**config.mk**
```make
export PLATFORM = sky130hd
export DESIGN_NAME = digit_scan_display
export DESIGN_NICKNAME = d
export VERILOG_FILES = /design/src/rtl/digit_scan_display.sv
export SDC_FILE = /design/constraint.sdc
export NUM_CORES = 1
export LEC_CHECK = 0
export CAP_MARGIN = 20
export CORE_ASPECT_RATIO = 2
export CORE_UTILIZATION = 47
export DETAILED_ROUTE_END_ITERATION = 8
export GPL_TIMING_DRIVEN = 0
export HOLD_SLACK_MARGIN = 0.12
export PLACE_DENSITY_LB_ADDON = 0.05
export REMOVE_ABC_BUFFERS = 1
export SETUP_SLACK_MARGIN = 0.2
export SYNTH_ARGS = -nofsm -noshare
export SYNTH_HDL_FRONTEND = slang
export SYNTH_SLANG_ARGS = --single-unit
```
**constraint.sdc**
```tcl
create_clock -name clk -period 7.45 [get_ports clk]
set_input_delay 1.49 -clock clk [delete_from_list [all_inputs] [get_ports clk]]
set_output_delay 1.49 -clock clk [all_outputs]
set_load 0.1 [all_outputs]
```
**src/rtl/digit_scan_display.sv**
```systemverilog
// Four-digit multiplexed common-anode seven-segment scanner.
// Inputs are snapshotted once per frame; all pins are registered.
module digit_scan_display #(
  parameter int REFRESH_DIV  = 50000,
  parameter int BLANK_CYCLES = 16,
  parameter int DIV_WIDTH    = 16
) (
  input  logic        clk,
  input  logic        clr,
  input  logic        en,
  input  logic [15:0] digits,
  input  logic [3:0]  dp_mask,
  input  logic        lz_blank,
  output logic [3:0]  an,
  output logic [6:0]  seg,
  output logic        dp,
  output logic        frame_tick
);

  typedef enum logic {IDLE, SCAN} state_e;

  localparam logic [DIV_WIDTH-1:0] P_LAST  = DIV_WIDTH'(REFRESH_DIV - 1);
  localparam logic [DIV_WIDTH-1:0] P_BLANK = DIV_WIDTH'(BLANK_CYCLES);

  state_e               state_q, state_d;
  logic [DIV_WIDTH-1:0] p_q, p_d;
  logic [1:0]           s_q, s_d;
  logic [15:0]          dig_q, dig_d;
  logic [3:0]           dpm_q, dpm_d;
  logic                 lz_q, lz_d;
  logic [3:0]           an_q, an_d;
  logic [6:0]           seg_q, seg_d;
  logic                 dp_q, dp_d;
  logic                 ft_q, ft_d;

  logic [3:0] cur;
  logic       z3, z32, z321, hide;

  function automatic logic [6:0] dec(input logic [3:0] v);
    logic [6:0] r;
    unique case (v)
      4'd0:    r = 7'b1000000;
      4'd1:    r = 7'b1111001;
      4'd2:    r = 7'b0100100;
      4'd3:    r = 7'b0110000;
      4'd4:    r = 7'b0011001;
      4'd5:    r = 7'b0010010;
      4'd6:    r = 7'b0000010;
      4'd7:    r = 7'b1111000;
      4'd8:    r = 7'b0000000;
      4'd9:    r = 7'b0010000;
      default: r = 7'b0111111;
    endcase
    return r;
  endfunction

  always_comb begin
    state_d = state_q;
    p_d     = p_q;
    s_d     = s_q;
    dig_d   = dig_q;
    dpm_d   = dpm_q;
    lz_d    = lz_q;
    an_d    = 4'b1111;
    seg_d   = 7'b1111111;
    dp_d    = 1'b1;
    ft_d    = 1'b0;
    cur     = 4'd0;
    hide    = 1'b0;
    z3      = 1'b0;
    z32     = 1'b0;
    z321    = 1'b0;
    unique case (state_q)
      IDLE: begin
        p_d = '0;
        s_d = 2'd0;
        if (en) state_d = SCAN;
      end
      SCAN: begin
        if (!en) begin
          state_d = IDLE;
          p_d     = '0;
          s_d     = 2'd0;
        end else begin
          if (p_q == '0 && s_q == 2'd0) begin
            dig_d = digits;
            dpm_d = dp_mask;
            lz_d  = lz_blank;
            ft_d  = 1'b1;
          end
          if (p_q == P_LAST) begin
            p_d = '0;
            s_d = s_q + 2'd1;
          end else begin
            p_d = p_q + DIV_WIDTH'(1);
          end
          // Decode from the snapshot being loaded so a zero dead time
          // still shows the new frame's first digit.
          z3   = dig_d[15:12] == 4'd0;
          z32  = z3 && dig_d[11:8] == 4'd0;
          z321 = z32 && dig_d[7:4] == 4'd0;
          unique case (s_q)
            2'd3:    hide = z3;
            2'd2:    hide = z32;
            2'd1:    hide = z321;
            default: hide = 1'b0;
          endcase
          if (p_q >= P_BLANK) begin
            cur   = dig_d[{s_q, 2'b00} +: 4];
            an_d  = ~(4'b0001 << s_q);
            seg_d = (lz_d && hide) ? 7'b1111111 : dec(cur);
            dp_d  = ~dpm_d[s_q];
          end
        end
      end
      default: state_d = IDLE;
    endcase
  end

  always_ff @(posedge clk) begin
    if (clr) begin
      state_q <= IDLE;
      p_q     <= '0;
      s_q     <= 2'd0;
      dig_q   <= 16'd0;
      dpm_q   <= 4'd0;
      lz_q    <= 1'b0;
      an_q    <= 4'b1111;
      seg_q   <= 7'b1111111;
      dp_q    <= 1'b1;
      ft_q    <= 1'b0;
    end else begin
      state_q <= state_d;
      p_q     <= p_d;
      s_q     <= s_d;
      dig_q   <= dig_d;
      dpm_q   <= dpm_d;
      lz_q    <= lz_d;
      an_q    <= an_d;
      seg_q   <= seg_d;
      dp_q    <= dp_d;
      ft_q    <= ft_d;
    end
  end

  assign an         = an_q;
  assign seg        = seg_q;
  assign dp         = dp_q;
  assign frame_tick = ft_q;

endmodule

```
* Word-level counts from Yosys, hierarchy flattened
Memories as Yosys holds them, arrays and structs flattened. A register that Yosys moved wholly into a read port is not among the register bits. Index checks and enable logic that the tools add are counted.
Storage, ports and cells: bits in latches 0, input port bits 24, bits in writable memories 0, register bits after elaboration 46, memories 1, ROM bits 112, word-level logic and storage cells 61, output and inout port bits 13
Operators by class: bitwise operators 5, order comparisons 2, add/sub/neg operators 2, div/mod/pow operators 0, equality and inequality tests 5, multiplexer cells 22, reduce and logical (&&, ||, !) cells 13, $mul 0, shift operators 2
Memories:
- (name not given) | depth 16, bits a word 7, rd ports 1, clocked after Yosys merged registers in 1, wr ports 0, RTL line 41 | unique case (v)
Operators by type and width (number):
- 16-bit 2-to-1 mux | 5
- 16-bit one-hot mux with 2 select lines | 1
- 16-bit by 1-bit adder with 16-bit output, second input constant | 1
- 16-bit == test, second input constant | 1
- 16-bit by 5-bit greater-or-equal comparator with 1-bit output, second input constant | 1
- 16-bit zero test | 1
- 16-bit by 5-bit variable part select with 4-bit output | 1
- 4-bit zero test | 3
- 4-bit 2-to-1 mux | 3
- 1-bit 2-to-1 mux | 8
- 5-bit OR reduction | 1
- 2-bit == test, second input constant | 2
- 1-bit logical AND | 4
- 2-bit 2-to-1 mux | 2
- 1-bit NOT | 4
- 4-bit NOT | 1
- 2-bit one-hot mux with 2 select lines | 1
- 4-bit OR reduction | 1
- 1-bit by 2-bit left shift with 4-bit output, first input constant | 1
- 2-bit by 3-bit < comparator with 1-bit output, second input constant | 1
- 3-bit by 2-bit != test with 1-bit output, second input constant | 1
- 1-bit one-hot mux with 3 select lines | 1
- 3-bit OR reduction | 1
- 2-bit by 1-bit adder with 2-bit output, second input constant | 1
- other kinds (4) | 4

* Longest topological paths before layout
Gate-level depths: netlist (run 1).
word-level depth 13, depth in mapped cells 13, gate-level depth less buffers 11

* Worst setup path before layout (run 1)
OpenSTA, ideal clock, no wires.
path type input to register, start point input port digits[0], end point register seg_q[4] (netlist: seg[4]), arrival time 2.773 ns, required time 7.308 ns, stages 7, library setup time 0.142 ns, setup slack 4.535 ns, buffers on the path 0, cells stage by stage mux4_2 mux2_2 inv_1 ha_1 inv_1 o21ai_0 o211ai_2
Between the ends: longest elaborated chain between the ends 4
Ends and longest elaborated chain:
- from (decl) | RTL line 11 | input logic [15:0] digits,
- 16-bit 2-to-1 mux | RTL line 85 | if (p_q == '0 && s_q == 2'd0) begin
- 16-bit 2-to-1 mux | RTL line 80 | if (!en) begin
- 16-bit 2-to-1 mux | RTL line 73 | unique case (state_q)
- 16-bit by 5-bit variable part select with 4-bit output | RTL line 109 | cur = dig_d[{s_q, 2'b00} +: 4];
- to (decl) | RTL line 32 | logic [6:0] seg_q, seg_d;
Every way passes these cells. The select of a mux whose other input is x is not followed. A chain may end at the register's enable or synchronous reset.

* Worst setup path after layout (run 1)
start point input port clr, end point register seg_q[5] (netlist: seg[5])
Between the ends: longest elaborated chain between the ends 1
Ends and longest elaborated chain:
- from (decl) | RTL line 9 | input logic clr,
- 5-bit OR reduction (no source line)
Every way passes these cells.

==> results.cfg, run 1 <==
[outcome]
status = finished clean

[global_route]
grt_max_degree = 24
grt_pass1_vias = 1959
grt_pass1_wl_mm = 9.114
antenna_found_initial = 0
grt_overflow_total = 0
track_usage_pct = 21.66

[clock_network]
cts_tree = yes
numCtsBuffers = 5
post_cts_buffers = 0
path_clk_slew_ns = 0.09
h-tree-depth = 2
cts_hold_buf = 0
clkSinkCount = 53
clk_latency_ns = 0.30
cts.repair.resized = 0
cts_buffer_depth = 2
cts_root_buffer = clkbuf_8

[routing]
drtAntennaViolNets = 0
vias_per_cell = 5.356
drt_iter0_markers = 25
via_count = 1912
drc = 0
routed_wl_mm = 5.587
wl_per_cell_um = 15.65
drt-pass1-iter-count = 4

[final_layout]
final_cells = 357
final_common_cell = dfxtp_1
syn2layout_area_growth_pct = 19.21
nFillCells = 507
final_util_pct = 57.87
fin_nets = 332
diodes = 0
most-common-layout-cells = 53 x dfxtp_1, 48 x nor2_1, 36 x clkdlybuf4s50_1
drive_above_1_share_pct = 12.12

[sta]
timing.final.ws_setup_ns = 3.840
tightestPinTransition_ns = 0.9624
whs_ns = 0.4908
hold_viol = 0
slew_headroom_pct = 35.64
rsz0062_at_grt = false
min_period_over_period_pct = 48.45
fin_worst_skew_ns = 0.003926
finalSetupTns_ns = 0
fmax_ghz = 0.2770
setup_viol = 0
maxSlewViolCount = 0
period_minus_slack_ns = 3.610

[job]
cap_violations = 0

[power_and_ir_drop]
p_per_area_nw_per_um2 = 164.7
ir_drop_v = 0.0001322
power_leakage_nw = 1.194

[floorplanning]
rows = 38
pin_count = 37
die-area_um2 = 5920
die_x_um = 54.91
coreArea_um2 = 5420
die_h_um = 107.8
start_util_pct = 48.55

[setup_path]
max_stage_delay_ns = 0.86
path_class = primary input to flop
crit_fanout = 23
critPathSlowestCell = clkdlybuf4s50_1
cp-start-kind = primary input
crit_chain = clkdlybuf4s50_1 -> or2_2 -> nor2_1 -> o21ai_1 -> o41ai_4 -> o311ai_1
endpoint_kind = flop
crit_buf_inv = 1
critPathArrivalTime_ns = 3.77
cp.required_ns = 7.61
path_delay_family = simple AND/OR/NAND/NOR gates

[synth]
synth_top_flop_cell = dfxtp_1
synth_edf_count = 0
synth_cells = 260
synth_warnings = 0
synth.distinct_cells = 42
syn-cell-area_um2 = 2631
async_flop_share_pct = 0
ys_ff_latch = 53
yosysSeqAreaShare_pct = 40.32
syn_area_per_cell_um2 = 10.12

[place]
place_ws_ns = 3.491
dp_hpwl_mm = 4.421
io_buffers = 36
dp.cells = 349
gp_congestion = 0.7955

[hold_path]
hp-class = flop to flop
-- registers in the layout (all words and copies together) (netlist names) --
register and flops:
dig_q 16, p_q 16, seg 7, an 4, dpm_q 4, s_q 2
dp 1, frame_tick 1, lz_q 1, state_q 1
-- Yosys cell counts (all sizes together), types with 2 or more instances --
cell	instances	area, µm²
a21oi	4	20.02
and3	7	46.29
buf	4	33.78
clkbuf	4	15.01
dfxtp	53	1061
ha	12	150.1
inv	11	41.29
mux2	3	41.29
mux2i	28	284.0
mux4	10	240.2
nand2	14	52.55
nand3	12	60.06
nor2	50	190.2
nor3	5	35.03
nor4	4	40.04
o211ai	4	35.03
o21ai	8	43.79
o311ai	2	17.52
or4	2	17.52
xnor2	7	61.31
xor2	7	61.31
-- cell families (layout without fill, tap and decap cells) --
logic type	after synthesis	after routing	share of synthesized area [%]
simple gates	101	101	18.69
flops	53	53	40.32
mux	41	41	21.49
compound gates	20	20	5.706
buf+inv	19	56	3.423
xor+xnor	14	14	4.660
fa+ha+maj	12	12	5.706
-- report_power, final --
part           internal, mW  switching (mW)
registers             0.287         0.00260
clock network        0.0841          0.0898
logic                0.0268          0.0257
total                 0.398           0.118
-- layer usage --
metal / vias up / share of wire, % / GRT usage, %
met5: - / 0 / 0
met4: 0 / 1.7 / 6.964
met3: 6 / 2.6 / 3.531
met2: 32 / 59 / 41.22
met1: 895 / 37 / 21.90
li1: 979 / - / -
-- final timing paths --
path,from,to,slack [ns],depth (start not counted)
setup / recovery,clr,seg[5]$_SDFF_PP1_,3.84,6
setup reg to reg,s_q[0]$_SDFFE_PP0P_,seg[4]$_SDFF_PP1_,4.14,11
hold / removal,p_q[0]$_SDFF_PP0_,p_q[0]$_SDFF_PP0_,0.49,1
hold reg to reg,p_q[0]$_SDFF_PP0_,p_q[0]$_SDFF_PP0_,0.49,1
-- final cells by class --
class | count | area [µm²] | share of cell area [%]
Multi-Input combinational cell | 188 | 1483 | 47.27
Tap cell | 60 | 75.07 | 2.393
Inverter | 11 | 41.29 | 1.316
Timing Repair Buffer | 37 | 375.4 | 11.97
Sequential cell | 53 | 1061 | 33.83
Clock buffer | 7 | 96.34 | 3.071
Clock inverter | 1 | 5.005 | 0.1596
-- stage by stage --
step / cell area, µm² / power [mW]
3_5_place_dp: 3035 / 0.3494
5_1_grt: 3137 / 0.5377
3_3_place_gp: 3018 / 0.3484
2_1_floorplan: 2582 / 0.3244
6_report: 3137 / 0.5166
4_1_cts: 3137 / 0.5235
-- worst reg2reg max path, delay by kind of cell, from the launching register on --
kind	cells	cell delay, ns
flops	1	0.50
fa+ha+maj	2	0.41
compound gates	2	0.40
buf+inv	3	0.45
mux	2	0.76
simple gates	2	0.65
Note: power is estimated with default switching activity, not from simulation.
==> run 2, diff against run 1 <==
==> constraint.sdc (replaced) <==
create_clock -name clk -period 3.05 [get_ports clk]
set_input_delay 0.61 -clock clk [delete_from_list [all_inputs] [get_ports clk]]
set_output_delay 0.61 -clock clk [all_outputs]
set_load 0.1 [all_outputs]
==> run 2 against run 1 <==
Clock power increased by 140%. Critical path depth increased by 5. Clock-buffer cell count unchanged. Sequential power increased by 140%. Routed wire length increased by 0.97%. Global-route usage increased by 0.25 points. Critical endpoint is now seg[4]$_SDFF_PP1_. Largest cell class unchanged.
==> results.cfg, run 2 (synthesis results as in run 1) <==
[power_and_ir_drop]
ir_drop_v = 0.0003228
power_leakage_nw = 1.221
seq_power_share_pct = 56.1
pwr-share-clk_pct = 33.6
swShare_pct = 22.84
p_int_mw = 0.9745
p_per_area_nw_per_um2 = 398.0
p_comb_share_pct = 10.3
p_switching_mw = 0.2885

[sta]
hold_viol = 0
timing.final.ws_setup_ns = 0.3583
tightestPinTransition_ns = 0.9624
whs_ns = 0.4908
setup_viol = 0
slew_headroom_pct = 35.64
rsz0062_at_grt = true
period_minus_slack_ns = 2.692
fin_worst_skew_ns = 0.003707
min_period_over_period_pct = 88.25
maxSlewViolCount = 0
fmax_ghz = 0.3715

[setup_path]
crit_buf_inv = 3
crit_fanout = 10
critPathSlowestCell = dfxtp_2
max_stage_delay_ns = 0.43
reg2reg_slack_ns = 0.36
endpoint_kind = flop
critPathArrivalTime_ns = 2.86
path_class = flop to flop
path_delay_family = multiplexers
crit_chain = inv_4 -> ha_1 -> nand3_1 -> nor2_4 -> mux4_2 -> mux2_2 -> inv_1 -> ha_1 -> inv_1 -> o21ai_0 -> o211ai_2
cp-start-kind = flop
rr_startpoint = s_q[0]$_SDFFE_PP0P_
reg2regPathDepth = 11
r2r-end = seg[4]$_SDFF_PP1_
crit_start = s_q[0]$_SDFFE_PP0P_
cp.required_ns = 3.22

[floorplanning]
pin_count = 37
die_x_um = 54.91
die_h_um = 107.8
die-area_um2 = 5920
rows = 38
coreArea_um2 = 5420
start_util_pct = 48.55

[clock_network]
cts_root_buffer = clkbuf_8
path_clk_slew_ns = 0.09
h-tree-depth = 2
cts_buffer_depth = 2
cts_tree = yes
clk_latency_ns = 0.30
clkSinkCount = 53
numCtsBuffers = 5

[routing]
drt_iter0_markers = 22
drt-pass1-iter-count = 4
via_count = 1931
vias_per_cell = 5.364
drtAntennaViolNets = 0
wl_per_cell_um = 15.67
drc = 0
routed_wl_mm = 5.641

[outcome]
status = finished clean

[place]
dp_hpwl_mm = 4.421
gp_congestion = 0.7955
io_buffers = 36
dp.cells = 349
place_ws_ns = -0.2784

[final_layout]
syn2layout_area_growth_pct = 20.59
final_cells = 360
drive_above_1_share_pct = 13.33
most-common-layout-cells = 52 x dfxtp_1, 48 x nor2_1, 35 x clkdlybuf4s50_1
final_util_pct = 58.54
diodes = 0
final_common_cell = dfxtp_1
fin_nets = 335

[hold_path]
min_path_cells = 1
holdPathEnd = p_q[0]$_SDFF_PP0_
hp-class = flop to flop
min_from = p_q[0]$_SDFF_PP0_

[global_route]
grt_max_degree = 24
grt_overflow_total = 0
grt_pass1_wl_mm = 9.232
track_usage_pct = 21.90
antenna_found_initial = 0
grt_pass1_vias = 1970

[job]
cap_violations = 0
==> run 2: cell count changes in the layout (fill, tap and decap cells not counted), sizes merged <==
cell	delta
dlymetal6s2s	+1
clkdlybuf4s50	-1
buf	+3
==> run 2: layer usage <==
layer,vias up,global-route usage (%),part of all wire (%)
met4,0,6.964,1.5
met3,6,3.531,2.4
met1,908,21.99,37
met5,-,0,0
met2,29,41.91,59
li1,988,-,-
==> run 2: area by class of cell <==
cell class | instances | area, µm²
Fill cell | 503 | 2247
Multi-Input combinational cell | 188 | 1488
Sequential cell | 53 | 1062
Timing Repair Buffer | 40 | 400.4
Clock buffer | 7 | 96.34
Tap cell | 60 | 75.07
Inverter | 11 | 46.29
Clock inverter | 1 | 5.005
==> run 2: worst max-delay path by stage <==
stage,to,depth (start not counted)
global placement,dig_q[7]$_SDFFE_PP0P_,7
CTS,seg[4]$_SDFF_PP1_,11
finish,seg[4]$_SDFF_PP1_,11
global route,seg[4]$_SDFF_PP1_,11
detailed placement,seg[4]$_SDFF_PP1_,11
floorplan,dig_q[0]$_SDFFE_PP0P_,7
==> run 2: what timing repair did <==
| item | CTS | global route |
|---|---|---|
| hold buffers | 0 | 0 |
| buffers inserted | 3 | 0 |
| setup endpoints to repair | 7 | 7 |
| pin swaps | 1 | 1 |
| gates resized for setup | 4 | 2 |
==> run 2: power by group through the flow <==
stage	Combinational, mW	Sequential (mW)	Clock [mW]
finish	0.130	0.709	0.424
floorplan	0.0671	0.725	0
CTS	0.131	0.709	0.441
global placement	0.127	0.725	0
global route	0.141	0.710	0.464
detailed placement	0.129	0.725	0
==> run 2: metrics by stage <==
| step | setup TNS [ns] | power, mW | area [µm²] |
|---|---|---|---|
| final | 0 | 1.263 | 3173 |
| after global routing | 0 | 1.316 | 3173 |
| after global placement | -11.50 | 0.8510 | 3018 |
| after CTS | 0 | 1.281 | 3171 |
| after detailed placement | -0.7755 | 0.8535 | 3035 |
| after floorplan | 0 | 0.7924 | 2582 |
